`src/rtl/fpu_common_pkg.sv`:
```
// Shared types and constants for the FPU_COMMON arithmetic helpers.
package fpu_common_pkg;

   typedef enum logic [1:0] {IDLE, RUN, DONE} sub_ser_state_t;

   localparam int NIBBLE_W = 4;

endpackage

```
`src/rtl/SUB_4bit.sv`:
```
// 4-bit borrow-lookahead subtractor slice: Diff = A - B - Bin.
module SUB_4bit (
   input  logic [3:0] A,
   input  logic [3:0] B,
   input  logic       Bin,
   output logic [3:0] Diff,
   output logic       Bout
);

   logic [3:0] g;
   logic [3:0] p;
   logic [3:1] c;

   // generate: a=0,b=1 borrows; propagate: equal bits pass the borrow on
   assign g = ~A & B;
   assign p = ~(A ^ B);

   assign c[1] = g[0] | (p[0] & Bin);
   assign c[2] = g[1] | (p[1] & g[0]) | (p[1] & p[0] & Bin);
   assign c[3] = g[2] | (p[2] & g[1]) | (p[2] & p[1] & g[0])
               | (p[2] & p[1] & p[0] & Bin);
   assign Bout = g[3] | (p[3] & g[2]) | (p[3] & p[2] & g[1])
               | (p[3] & p[2] & p[1] & g[0])
               | (p[3] & p[2] & p[1] & p[0] & Bin);

   assign Diff = A ^ B ^ {c[3], c[2], c[1], Bin};

endmodule

```
`src/rtl/sub_serial_ctrl.sv`:
```
// Serial WIDTH-bit subtractor: one nibble per clock through a shared
// SUB_4bit slice, LSB first, with valid/ready on both sides.
module sub_serial_ctrl
   import fpu_common_pkg::*;
#(
   parameter int WIDTH = 16
) (
   input  logic             i_clk,
   input  logic             i_rst,
   input  logic             i_valid,
   output logic             o_ready,
   input  logic [WIDTH-1:0] i_a,
   input  logic [WIDTH-1:0] i_b,
   input  logic             i_bin,
   input  logic             i_abort,
   output logic             o_valid,
   input  logic             i_ready,
   output logic [WIDTH-1:0] o_diff,
   output logic             o_bout,
   output logic             o_zero
);

   localparam int NIBBLES = WIDTH / NIBBLE_W;
   localparam int CW = (NIBBLES > 1) ? $clog2(NIBBLES) : 1;
   localparam logic [CW-1:0] LAST = CW'(NIBBLES - 1);

   generate
      if ((WIDTH % NIBBLE_W) != 0 || WIDTH < 8) begin : g_bad_width
         $error("sub_serial_ctrl: WIDTH must be a multiple of 4 and >= 8");
      end
   endgenerate

   sub_ser_state_t state;
   sub_ser_state_t state_nxt;

   logic [WIDTH-1:0]    a_reg;
   logic [WIDTH-1:0]    b_reg;
   logic [WIDTH-1:0]    diff_reg;
   logic [WIDTH-1:0]    diff_nxt;
   logic                borrow_reg;
   logic                zero_reg;
   logic [CW-1:0]       cnt;
   logic                last;
   logic [NIBBLE_W-1:0] slice_a;
   logic [NIBBLE_W-1:0] slice_b;
   logic [NIBBLE_W-1:0] slice_d;
   logic                slice_bout;

   assign last    = (cnt == LAST);
   assign slice_a = a_reg[NIBBLE_W*int'(cnt) +: NIBBLE_W];
   assign slice_b = b_reg[NIBBLE_W*int'(cnt) +: NIBBLE_W];

   SUB_4bit u_slice (
      .A    (slice_a),
      .B    (slice_b),
      .Bin  (borrow_reg),
      .Diff (slice_d),
      .Bout (slice_bout)
   );

   always_comb begin
      diff_nxt = diff_reg;
      diff_nxt[NIBBLE_W*int'(cnt) +: NIBBLE_W] = slice_d;
   end

   always_ff @(posedge i_clk or posedge i_rst) begin
      if (i_rst) begin
         state <= IDLE;
      end else begin
         state <= state_nxt;
      end
   end

   always_comb begin
      state_nxt = state;
      unique case (state)
         IDLE: begin
            if (i_valid) state_nxt = RUN;
         end
         RUN: begin
            if (i_abort)   state_nxt = IDLE;
            else if (last) state_nxt = DONE;
         end
         DONE: begin
            if (i_ready || i_abort) state_nxt = IDLE;
         end
         default: state_nxt = IDLE;
      endcase
   end

   always_ff @(posedge i_clk or posedge i_rst) begin
      if (i_rst) begin
         a_reg      <= '0;
         b_reg      <= '0;
         diff_reg   <= '0;
         borrow_reg <= 1'b0;
         zero_reg   <= 1'b0;
         cnt        <= '0;
      end else begin
         unique case (state)
            IDLE: begin
               if (i_valid) begin
                  a_reg      <= i_a;
                  b_reg      <= i_b;
                  borrow_reg <= i_bin;
                  zero_reg   <= 1'b0;
                  cnt        <= '0;
               end
            end
            RUN: begin
               if (!i_abort) begin
                  diff_reg   <= diff_nxt;
                  borrow_reg <= slice_bout;
                  zero_reg   <= last && (diff_nxt == '0);
                  // hold on the final nibble so the counter never wraps
                  cnt        <= last ? cnt : cnt + 1'b1;
               end
            end
            default: ;
         endcase
      end
   end

   assign o_ready = (state == IDLE) && !i_rst;
   assign o_valid = (state == DONE);
   assign o_diff  = diff_reg;
   assign o_bout  = borrow_reg;
   assign o_zero  = zero_reg;

endmodule

```
`config.mk`:
```
export PLATFORM = sky130hd
export DESIGN_NAME = sub_serial_ctrl
export DESIGN_NICKNAME = d
export VERILOG_FILES = /design/src/rtl/fpu_common_pkg.sv /design/src/rtl/SUB_4bit.sv /design/src/rtl/sub_serial_ctrl.sv
export SDC_FILE = /design/constraint.sdc
export NUM_CORES = 1
export LEC_CHECK = 0
export BUFFER_PORTS_ARGS = -buffer_cell sky130_fd_sc_hd__buf_2
export CAP_MARGIN = 20
export CELL_PAD_IN_SITES_DETAIL_PLACEMENT = 1
export CELL_PAD_IN_SITES_GLOBAL_PLACEMENT = 1
export CORE_ASPECT_RATIO = 2
export CORE_UTILIZATION = 45
export CTS_BUF_LIST = sky130_fd_sc_hd__clkbuf_8
export CTS_CLUSTER_SIZE = 10
export DETAILED_ROUTE_END_ITERATION = 6
export GPL_ROUTABILITY_DRIVEN = 0
export HOLD_SLACK_MARGIN = 0.15
export PLACE_DENSITY = 0.84
export SLEW_MARGIN = 20
export SYNTH_ARGS = -nofsm -noshare
export SYNTH_HDL_FRONTEND = slang
export SYNTH_SLANG_ARGS = --single-unit
```
`constraint.sdc`:
```
create_clock -name i_clk -period 5 [get_ports i_clk]
set_input_delay 1 -clock i_clk [delete_from_list [all_inputs] [get_ports i_clk]]
set_output_delay 1 -clock i_clk [all_outputs]
set_load 0.03 [all_outputs]
```
# After elaboration in Yosys (flattened, before gate mapping)
# Index checks and enable logic that the tools add are counted.
[word_totals]
latchBits = 0
in_bits = 38
mem_bits_ro = 0
memories = 0
ff_bits = 54
mem_bits_rw = 0
wordCells = 81
out_inout_bits = 20
[op_classes]
n_shift = 4
n_reduce_logical = 12
n_eq_ne = 8
mul = 0
bitwise_logic = 32
div_mod_pow = 0
order_cmp = 0
n_addsub = 2
muxes = 16
[op_table]
columns = ["op", "n"]
rows = [
  ["$neg 4->33", 1],
  ["$shift 4x33->16 const A", 1],
  ["$shiftx 4x33->16", 1],
  ["$shiftx 16x5->4", 2],
  ["$and 1x1->1", 16],
  ["$bwmux 16", 1],
  ["$logic_not 16->1", 1],
  ["$mux 2", 7],
  ["$or 1x1->1", 10],
  ["$not 4->4", 2],
  ["$xor 4x4->4", 2],
  ["$ne 2x2->1 const B", 3],
  ["$pmux 2 s3", 1],
  ["$reduce_and 3->1", 2],
  ["$and 4x4->4", 1],
  ["$eq 2x2->1 const B", 2],
  ["$mux 1", 4],
  ["$pmux 1 s2", 2],
  ["$pmux 2 s2", 1],
  ["$reduce_and 2->1", 2],
  ["$reduce_and 4->1", 1],
  ["$ne 3x3->1 const B", 1],
  ["$add 2x1->2 const B", 1],
  ["$eq 2x1->1 const B", 1],
  ["7 further kinds", 8],
]

# Logic depth before layout (Yosys ltp)
# Gate-level depths: netlist of run 1.
[depth]
word_depth = 14
ltp_mapped = 9
mapped_depth_nobuf = 8

# Cells and area by module
# A second synthesis of run 1 with hierarchy kept.
[unflattened]
hier_cells = 214
hier_area_um2 = 2670.1
[by_module_without_submodules]
columns = ["module", "seq_area_each_um2", "n_inst", "area_each_um2", "cells_per_inst"]
rows = [
  ["sub_serial_ctrl", 1351.3, 1, 2469.9, 187],
  ["SUB_4bit", 0.0, 1, 200.2, 27],
]

# Least setup slack after synthesis of run 1
# Ideal clock, no wire load.
[synth_timing]
path_type = "input-to-output"
from = "input i_rst"
to = "output o_ready"
n_path_buf = 0
setup_slack_ns = 2.348
arrival_time_ns = 1.652
required_time_ns = 4.000
cell_stages = 1
cell_sequence = "nor3_1"
[synth_between]
elab_chain_cells = 2
[synth_lines]
columns = ["item", "line", "source"]
rows = [
  ["start: declaration", "sub_serial_ctrl.sv:9", "input logic i_rst,"],
  ["$logic_not 1->1", "sub_serial_ctrl.sv:124", "assign o_ready = (state == IDLE) && !i_rst;"],
  ["$logic_and 1x1->1", "sub_serial_ctrl.sv:124", ""],
  ["end: declaration", "sub_serial_ctrl.sv:11", "output logic o_ready,"],
]
# Every way passes these cells.

# Final worst setup path of run 1
[layout_timing]
from = "register cnt[0]"
to = "register diff_reg[15], in the netlist o_diff[15]"
[layout_between]
elab_chain_cells = 10
elab_cells_between_ends = 26
cone_classes = "1 x add/sub; 4 x shift; 1 x mux; 20 x bitwise"
[layout_lines]
columns = ["item", "line", "source"]
rows = [
  ["start: declaration", "sub_serial_ctrl.sv:42", "logic [CW-1:0] cnt;"],
  ["start signal: assignment", "sub_serial_ctrl.sv:116", "cnt <= last ? cnt : cnt + 1'b1;"],
  ["$shiftx 16x5->4 (on tied branches)", "sub_serial_ctrl.sv:50, sub_serial_ctrl.sv:51", ""],
  ["$xor 4x4->4 / $not 4->4 (equally long branches)", "SUB_4bit.sv:16, SUB_4bit.sv:26, SUB_4bit.sv:15", ""],
  ["$not 4->4 / $and 4x4->4 (equally long branches)", "SUB_4bit.sv:16, SUB_4bit.sv:15", ""],
  ["$and 1x1->1 (on tied branches)", "SUB_4bit.sv:20, SUB_4bit.sv:21", ""],
  ["$or 1x1->1 (tied with other cells)", "SUB_4bit.sv:20", "assign c[3] = g[2] | (p[2] & g[1]) | (p[2] & p[1] & g[0])"],
  ["$or 1x1->1 / $and 1x1->1 (equally long branches)", "SUB_4bit.sv:20, SUB_4bit.sv:21", ""],
  ["$or 1x1->1", "SUB_4bit.sv:21", "| (p[2] & p[1] & p[0] & Bin);"],
  ["$xor 4x4->4", "SUB_4bit.sv:26", "assign Diff = A ^ B ^ {c[3], c[2], c[1], Bin};"],
  ["$shiftx 4x33->16", "sub_serial_ctrl.sv:63", "diff_nxt[NIBBLE_W*int'(cnt) +: NIBBLE_W] = slice_d;"],
  ["$bwmux 16 *", "sub_serial_ctrl.sv:63", ""],
  ["end signal: assignment", "sub_serial_ctrl.sv:112", "diff_reg <= diff_nxt;"],
  ["end: declaration", "sub_serial_ctrl.sv:38", "logic [WIDTH-1:0] diff_reg;"],
]
# Every way passes the cells marked *; elsewhere a longest branch is shown, timed or not.
# A chain may end at the register's enable or synchronous reset.

==> impl_metrics.json, run 1 <==
{
  "grt_pass1_wl_mm": 11.26,
  "finalMaxSlewViolations": 0,
  "ant_nets": 0,
  "syn_area_per_cell_um2": 13.07,
  "ys_ff_latch": 54,
  "portBuffers": 57,
  "ioPinCount": 58,
  "std_cell_rows": 39,
  "finalHoldWorstSlack_ns": 0.5099,
  "synth_compound_area_frac": 0.1021,
  "syn_inst": 210,
  "status": "finished, violations left",
  "dp_hpwl_mm": 5.098,
  "synth_top_area_frac": 0.4925,
  "path_buf_inv": 1,
  "htree_levels": 2,
  "timing.rr.end": "o_diff[15]",
  "cts_buffers": 5,
  "vias": 1947,
  "synth_area_leaders": "dfrtp_1, mux2_2, mux4_2, a22o_1, ha_1",
  "place_inst": 323,
  "routed_wl_mm": 6.538,
  "cp_top_family": "flip-flops",
  "cts_tree": "built",
  "path_class": "reg -> reg",
  "yosys_warnings": 0,
  "drive_gt1_frac": 0.4387,
  "synth_cell_types": 43,
  "drtPass1Iterations": 6,
  "drt-met1-wl_mm": 2.218,
  "cts_buffer_depth": 2,
  "violations": "design-rule violations",
  "hold_path_class": "reg -> reg",
  "ir_drop_v": 0.0003461,
  "syn_to_final_growth_pct": 15.96,
  "startpoint_type": "flop",
  "synth_area_um2": 2744,
  "synth_top_family_by_area": "multiplexers",
  "crit_path_start": "cnt[0]",
  "p_leak_nw": 1.494,
  "drc_errors": 3,
  "synthAdderAreaFrac": 0.05290,
  "ys_seq_area_frac": 0.4925,
  "slowest_stage": "dfrtp_1",
  "cp.required_ns": 5.25,
  "crit_fanout": 10,
  "layoutNonFillerInstCount": 330,
  "period_share": 0.5774,
  "path_clk_slew_ns": 0.09,
  "critPathArrivalTime_ns": 3.14,
  "grt_pass1_vias": 2252,
  "r2r-start": "cnt[0]",
  "crit_chain": "buf_4 > mux4_2 > ha_1 > a41oi_1 > o21ai_1 > xor2_1 > nor2_1 > a22o_1",
  "cts_resized": 0,
  "die_area_um2": 6433,
  "diodes": 0,
  "fin_crit_ns": 2.887,
  "reg2reg_slack_ns": 2.11,
  "wl_per_cell_um": 19.81,
  "insertion_delay_ns": 0.31,
  "crit_path_end": "o_diff[15]",
  "setup_viol": 0,
  "cts-root-buf": "clkbuf_8",
  "rr_worst_depth": 8,
  "synthSimpleGateAreaFrac": 0.09166,
  "drt-initial-drc-count": 35,
  "die_w_um": 57.22,
  "hold_buffers": 0,
  "rsz0062_at_grt": "false",
  "max_cap_violations": 0,
  "wl_met3_um": 177,
  "fin_tns_setup_ns": 0,
  "fp.dieH_um": 112.4,
  "critPathCaptureType": "flop",
  "start_util": 0.4725,
  "vias_per_cell": 5.900,
  "fin_worst_skew_ns": 0.005674,
  "synthXorXnorAreaFrac": 0.01596,
  "met2_length_mm": 3.862,
  "max_freq_ghz": 0.3464,
  "placeableCoreArea_um2": 5807,
  "antenna_found_initial": 0,
  "pwr_density_cell_nw_per_um2": 736.1,
  "cpPeakStageDelay_ns": 0.67,
  "syn-num-nets": 259,
  "grt_overflow": 0,
  "grt_max_degree": 55,
  "cp.depth": 8,
  "relSlewSlack": 0.3913,
  "cts_setup_buffers": 0,
  "muxShareOfSynthArea": 0.2061,
  "hold_viol_final": 0,
  "nets": 318,
  "cts_sinks": 54,
  "grt_use_total": 0.2343,
  "yosysTopAreaCell": "dfrtp_1",
  "tightest_slew_ns": 0.9120,
  "route.top_layer_used": "met4"
}
## layout make-up
class	count	area, um2
fillers	628	2625
flip-flops and latches	54	1351
multi-input cells	136	1291
repair buffers	59	300.3
clock buffers	6	82.58
well taps	61	76.32
inverters	13	50.05
clock inverters	1	30.03
## cells in the mapped netlist
master / n
dfrtp_1: 54
mux2_2: 32
a22o_1: 15
inv_1: 12
nand2_1: 11
ha_1: 10
nor2_1: 10
mux4_2: 8
a21oi_1: 5
buf_4: 4
nor3_1: 4
nor3b_1: 3
o21ai_0: 3
xnor2_1: 3
buf_6: 2
nor2b_1: 2
nor4_1: 2
o21ai_1: 2
o21ai_2: 2
o22ai_1: 2
xor2_1: 2
a211o_1: 1
a211oi_1: 1
a21o_1: 1
a22oi_1: 1
a41oi_1: 1
and2b_1: 1
and2b_2: 1
buf_2: 1
fa_1: 1
inv_2: 1
mux2_4: 1
mux2i_1: 1
nand2b_1: 1
nand4_1: 1
nor2_4: 1
nor3_2: 1
nor4_4: 1
nor4bb_4: 1
o221a_2: 1
o221ai_1: 1
o32ai_1: 1
or3b_1: 1
## how the worst min path moves through the flow
stage	start	to	slack [ns]	cells past startpoint
after floorplan	a_reg[5]	a_reg[5]	0.48	1
after global placement	a_reg[3]	a_reg[3]	0.49	1
after detailed placement	a_reg[13]	a_reg[13]	0.50	1
after CTS	a_reg[13]	a_reg[13]	0.52	1
after global routing	b_reg[11]	b_reg[11]	0.54	1
final	a_reg[13]	a_reg[13]	0.51	1
## cell usage in the layout (no fill, tap or decap), types with 2 or more instances in the layout
cell type	instances
xnor2_1	3
clkbuf_8	6
o22ai_1	2
a22o_1	15
o21ai_2	2
buf_4	2
nand2_1	11
nor3b_1	2
nor2_1	10
o21ai_1	2
a21oi_1	5
dfrtp_1	54
mux4_2	8
nor4_1	2
nor2b_1	2
o21ai_0	3
ha_1	10
inv_1	11
buf_2	57
nor3_1	4
xor2_1	2
mux2_2	32
## worst register-to-register path, stage by stage, from the launching register on
cell and delay [ns]:
dfrtp_1 0.67, buf_4 0.28, mux4_2 0.54, ha_1 0.33
a41oi_1 0.19, o21ai_1 0.13, xor2_1 0.18, nor2_1 0.28
a22o_1 0.21
## cells by family after synthesis
logic type | after synthesis
flip-flops | 54
multiplexers | 42
AND/OR/NAND/NOR | 41
AO/OA/AOI/OAI | 37
buffers and inverters | 20
adder cells (fa/ha/maj) | 11
XOR/XNOR | 5
## layer usage
layer,up-vias,track usage
met2,56,0.4400
met5,-,0
met3,19,0.04147
li1,888,-
met4,0,0.1285
met1,984,0.2327
## report_power, final
group	total, mW	internal (mW)	switching [mW]
clock	0.300	0.160	0.140
combinational	1.29	0.583	0.709
sequential	0.750	0.597	0.152
## through the flow
step           cell area [um2]  total power [mW]  utilization  setup WS (ns)
6_report                  3182             2.342       0.5479          2.113
5_1_grt                   3182             2.507       0.5479          1.905
4_1_cts                   3181             2.361       0.5477          2.114
3_5_place_dp              3068             2.054       0.5283          2.126
3_3_place_gp              3068             1.982       0.5283          2.285
2_1_floorplan             2744             1.721            -          2.348
Power figures use the tool's default switching activity.
==> run 2: changes to the inputs <==
Settings changed: ABC_AREA from default to 1, CORE_UTILIZATION 45 to 37, PLACE_DENSITY 0.84 to 0.8.
Clock period 5 ns to 2.6 ns, I/O delays scaled along.
==> impl_metrics.json, run 2 <==
{
  "status": "complete, no violations",
  "fill_cells": 1001,
  "std_cell_rows": 45,
  "hold_buffers": 0,
  "drive_gt1_frac": 0.2308,
  "path_buf_inv": 2,
  "yosysTopAreaCell": "dfrtp_1",
  "critPathArrivalTime_ns": 2.71,
  "antenna_found_initial": 0,
  "synthFlopType": "dfrtp_1",
  "synth_area_um2": 2938,
  "die_w_um": 65.01,
  "async_flop_share": 1.000,
  "insertion_delay_ns": 0.32,
  "hold_path_class": "in -> async",
  "hold_viol_final": 0,
  "grt_pass1_vias": 2858,
  "diodes": 0,
  "nets": 503,
  "crit_path_start": "cnt[0]",
  "crit_chain": "inv_2 > buf_6 > o21ai_0 > o22ai_1 > ha_4 > or2_0 > nand2_2 > nand3_2 > nand3_2 > nand2_2 > nor2_1 > nand3_1 > nor2_1 > nand3_1 > nand2_1",
  "start_util": 0.3837,
  "cp.required_ns": 2.86,
  "vias_per_cell": 5.016,
  "syn_inst": 393,
  "crit_fanout": 10,
  "ioPinCount": 58,
  "grt_use_total": 0.2163,
  "startpoint_type": "flop",
  "relSlewSlack": 0.6274,
  "final_cell_mix": "nand2_1, buf_2, dfrtp_1",
  "htree_levels": 2,
  "finalHoldWorstSlack_ns": 0.2400,
  "path_clk_slew_ns": 0.10,
  "synth_area_leaders": "dfrtp_1, nand2_1, ha_1, inv_1, nor2_1",
  "max_freq_ghz": 0.4096,
  "pwr_density_cell_nw_per_um2": 1356,
  "finalMaxSlewViolations": 0,
  "final_common_cell": "nand2_1",
  "cp_top_family": "simple AND/OR/NAND/NOR gates",
  "cpPeakStageDelay_ns": 0.42,
  "path_class": "reg -> reg",
  "drc_errors": 0,
  "syn_to_final_growth_pct": 20.06,
  "yosysMostFrequentCell": "nand2_1",
  "fp.dieH_um": 128.0,
  "ir_drop_v": 0.0005353,
  "fin_worst_skew_ns": 0.007478,
  "ys_seq_area_frac": 0.4600,
  "drt-initial-drc-count": 108,
  "grt_max_degree": 36,
  "setup_viol": 0,
  "grt_pass1_wl_mm": 13.52,
  "synth_cell_types": 31,
  "tightest_slew_ns": 0.5581,
  "cts-root-buf": "clkbuf_8",
  "cts_buffers": 5,
  "cts_sinks": 54,
  "critPathCaptureType": "flop",
  "slowest_stage": "dfrtp_1",
  "ys_ff_latch": 54,
  "syn_area_per_cell_um2": 7.475,
  "yosys_warnings": 0,
  "p_leak_nw": 1.972,
  "synth_edf_count": 0,
  "wl_per_cell_um": 15.21,
  "portBuffers": 57,
  "cts_buffer_depth": 2,
  "finalPower_mw": 4.784,
  "max_cap_violations": 0,
  "fin_crit_ns": 2.442,
  "vias": 2754,
  "cts_tree": "built",
  "drtPass1Iterations": 4,
  "synthTopCellsByCount": "nand2_1, dfrtp_1, inv_1, nor2_1, o21ai_0",
  "syn-num-nets": 442,
  "r2r-start": "cnt[0]",
  "routed_wl_mm": 8.353,
  "dp_hpwl_mm": 6.512,
  "die_area_um2": 8322,
  "period_share": 0.9390,
  "grt_overflow": 0,
  "ant_nets": 0,
  "synth_top_area_frac": 0.4600,
  "placeableCoreArea_um2": 7657
}
-- run 2: changes by cell type after synthesis, moves of 9 or more --
cell	before	now
nand3_1	0	11
nor2_1	10	25
o21ai_0	3	17
a22o_1	15	0
nand4_1	1	10
nand2_1	11	187
mux2_2	32	0
inv_1	12	25
-- run 2: cell type report --
| type | count | area (um2) | area share |
|---|---|---|---|
| Inverter | 30 | 118.9 | 0.03370 |
| Clock inverter | 3 | 47.55 | 0.01348 |
| Multi-Input combinational cell | 295 | 1430 | 0.4055 |
| Sequential cell | 54 | 1353 | 0.3835 |
| Timing Repair inverter | 1 | 7.507 | 0.002128 |
| Timing Repair Buffer | 67 | 384.1 | 0.1089 |
| Tap cell | 94 | 117.6 | 0.03335 |
| Clock buffer | 5 | 68.82 | 0.01951 |
-- run 2: worst paths after layout --
kind	depth (start not counted)	slack [ns]	endpoint
min	2	0.24	cnt[1]
min in group i_clk	2	0.36	state[1]
max	15	0.16	o_zero
min reg2reg	2	0.49	a_reg[7]
max reg2reg	15	0.16	o_zero
max in group asynchronous	3	1.80	b_reg[12]
-- run 2: logic make-up (layout without fill, tap and decap cells) --
logic type                 count (synthesis)  in the layout  share of synthesized area
DFF                                       54             54                     0.4600
buffers and inverters                     44            106                    0.06388
and+or+nand+nor                          249            249                     0.3543
adders and majority gates                 11             11                    0.04940
AOI/OAI and AO/OA                         35             35                    0.07240
-- run 2: timing repair --
item	4_1_cts	5_1_grt
hold endpoints to repair	0	0
endpoints found under the setup margin	1	2
resized for setup	1	16
setup buffers	0	2
gates cloned	0	1
-- run 2: power breakdown --
part / internal [mW] / switching, mW
logic: 1.02 / 1.81
clock network: 0.292 / 0.298
registers: 1.14 / 0.229
total: 2.45 / 2.34
-- run 2: layer usage --
metal	up-vias	global-route usage	part of all wire
met5	-	0	0
met4	0	0.1189	0.032
met3	15	0.03381	0.021
met2	46	0.4210	0.59
met1	1327	0.2050	0.35
li1	1366	-	-
-- run 2: metrics by stage --
stage | util | setup slack (ns) | cells | setup TNS, ns | cell area (um2)
final | 0.4606 | 0.1585 | 549 | 0 | 3527
after global routing | 0.4606 | -0.02165 | 549 | -0.02165 | 3527
after CTS | 0.4515 | 0.04701 | 546 | 0 | 3457
after detailed placement | 0.4363 | -0.003292 | 538 | -0.003292 | 3341
after global placement | 0.4363 | 0.03968 | 538 | 0 | 3341
after floorplan | - | 0.1355 | 393 | 0 | 2938
-- run 2: worst register-to-register path, cell delays in order (launching register included) --
cell,delay [ns]
dfrtp_1,0.42
inv_2,0.14
buf_6,0.16
o21ai_0,0.10
o22ai_1,0.25
ha_4,0.27
or2_0,0.21
nand2_2,0.10
nand3_2,0.09
nand3_2,0.11
nand2_2,0.06
nor2_1,0.16
nand3_1,0.11
nor2_1,0.09
nand3_1,0.07
nand2_1,0.06
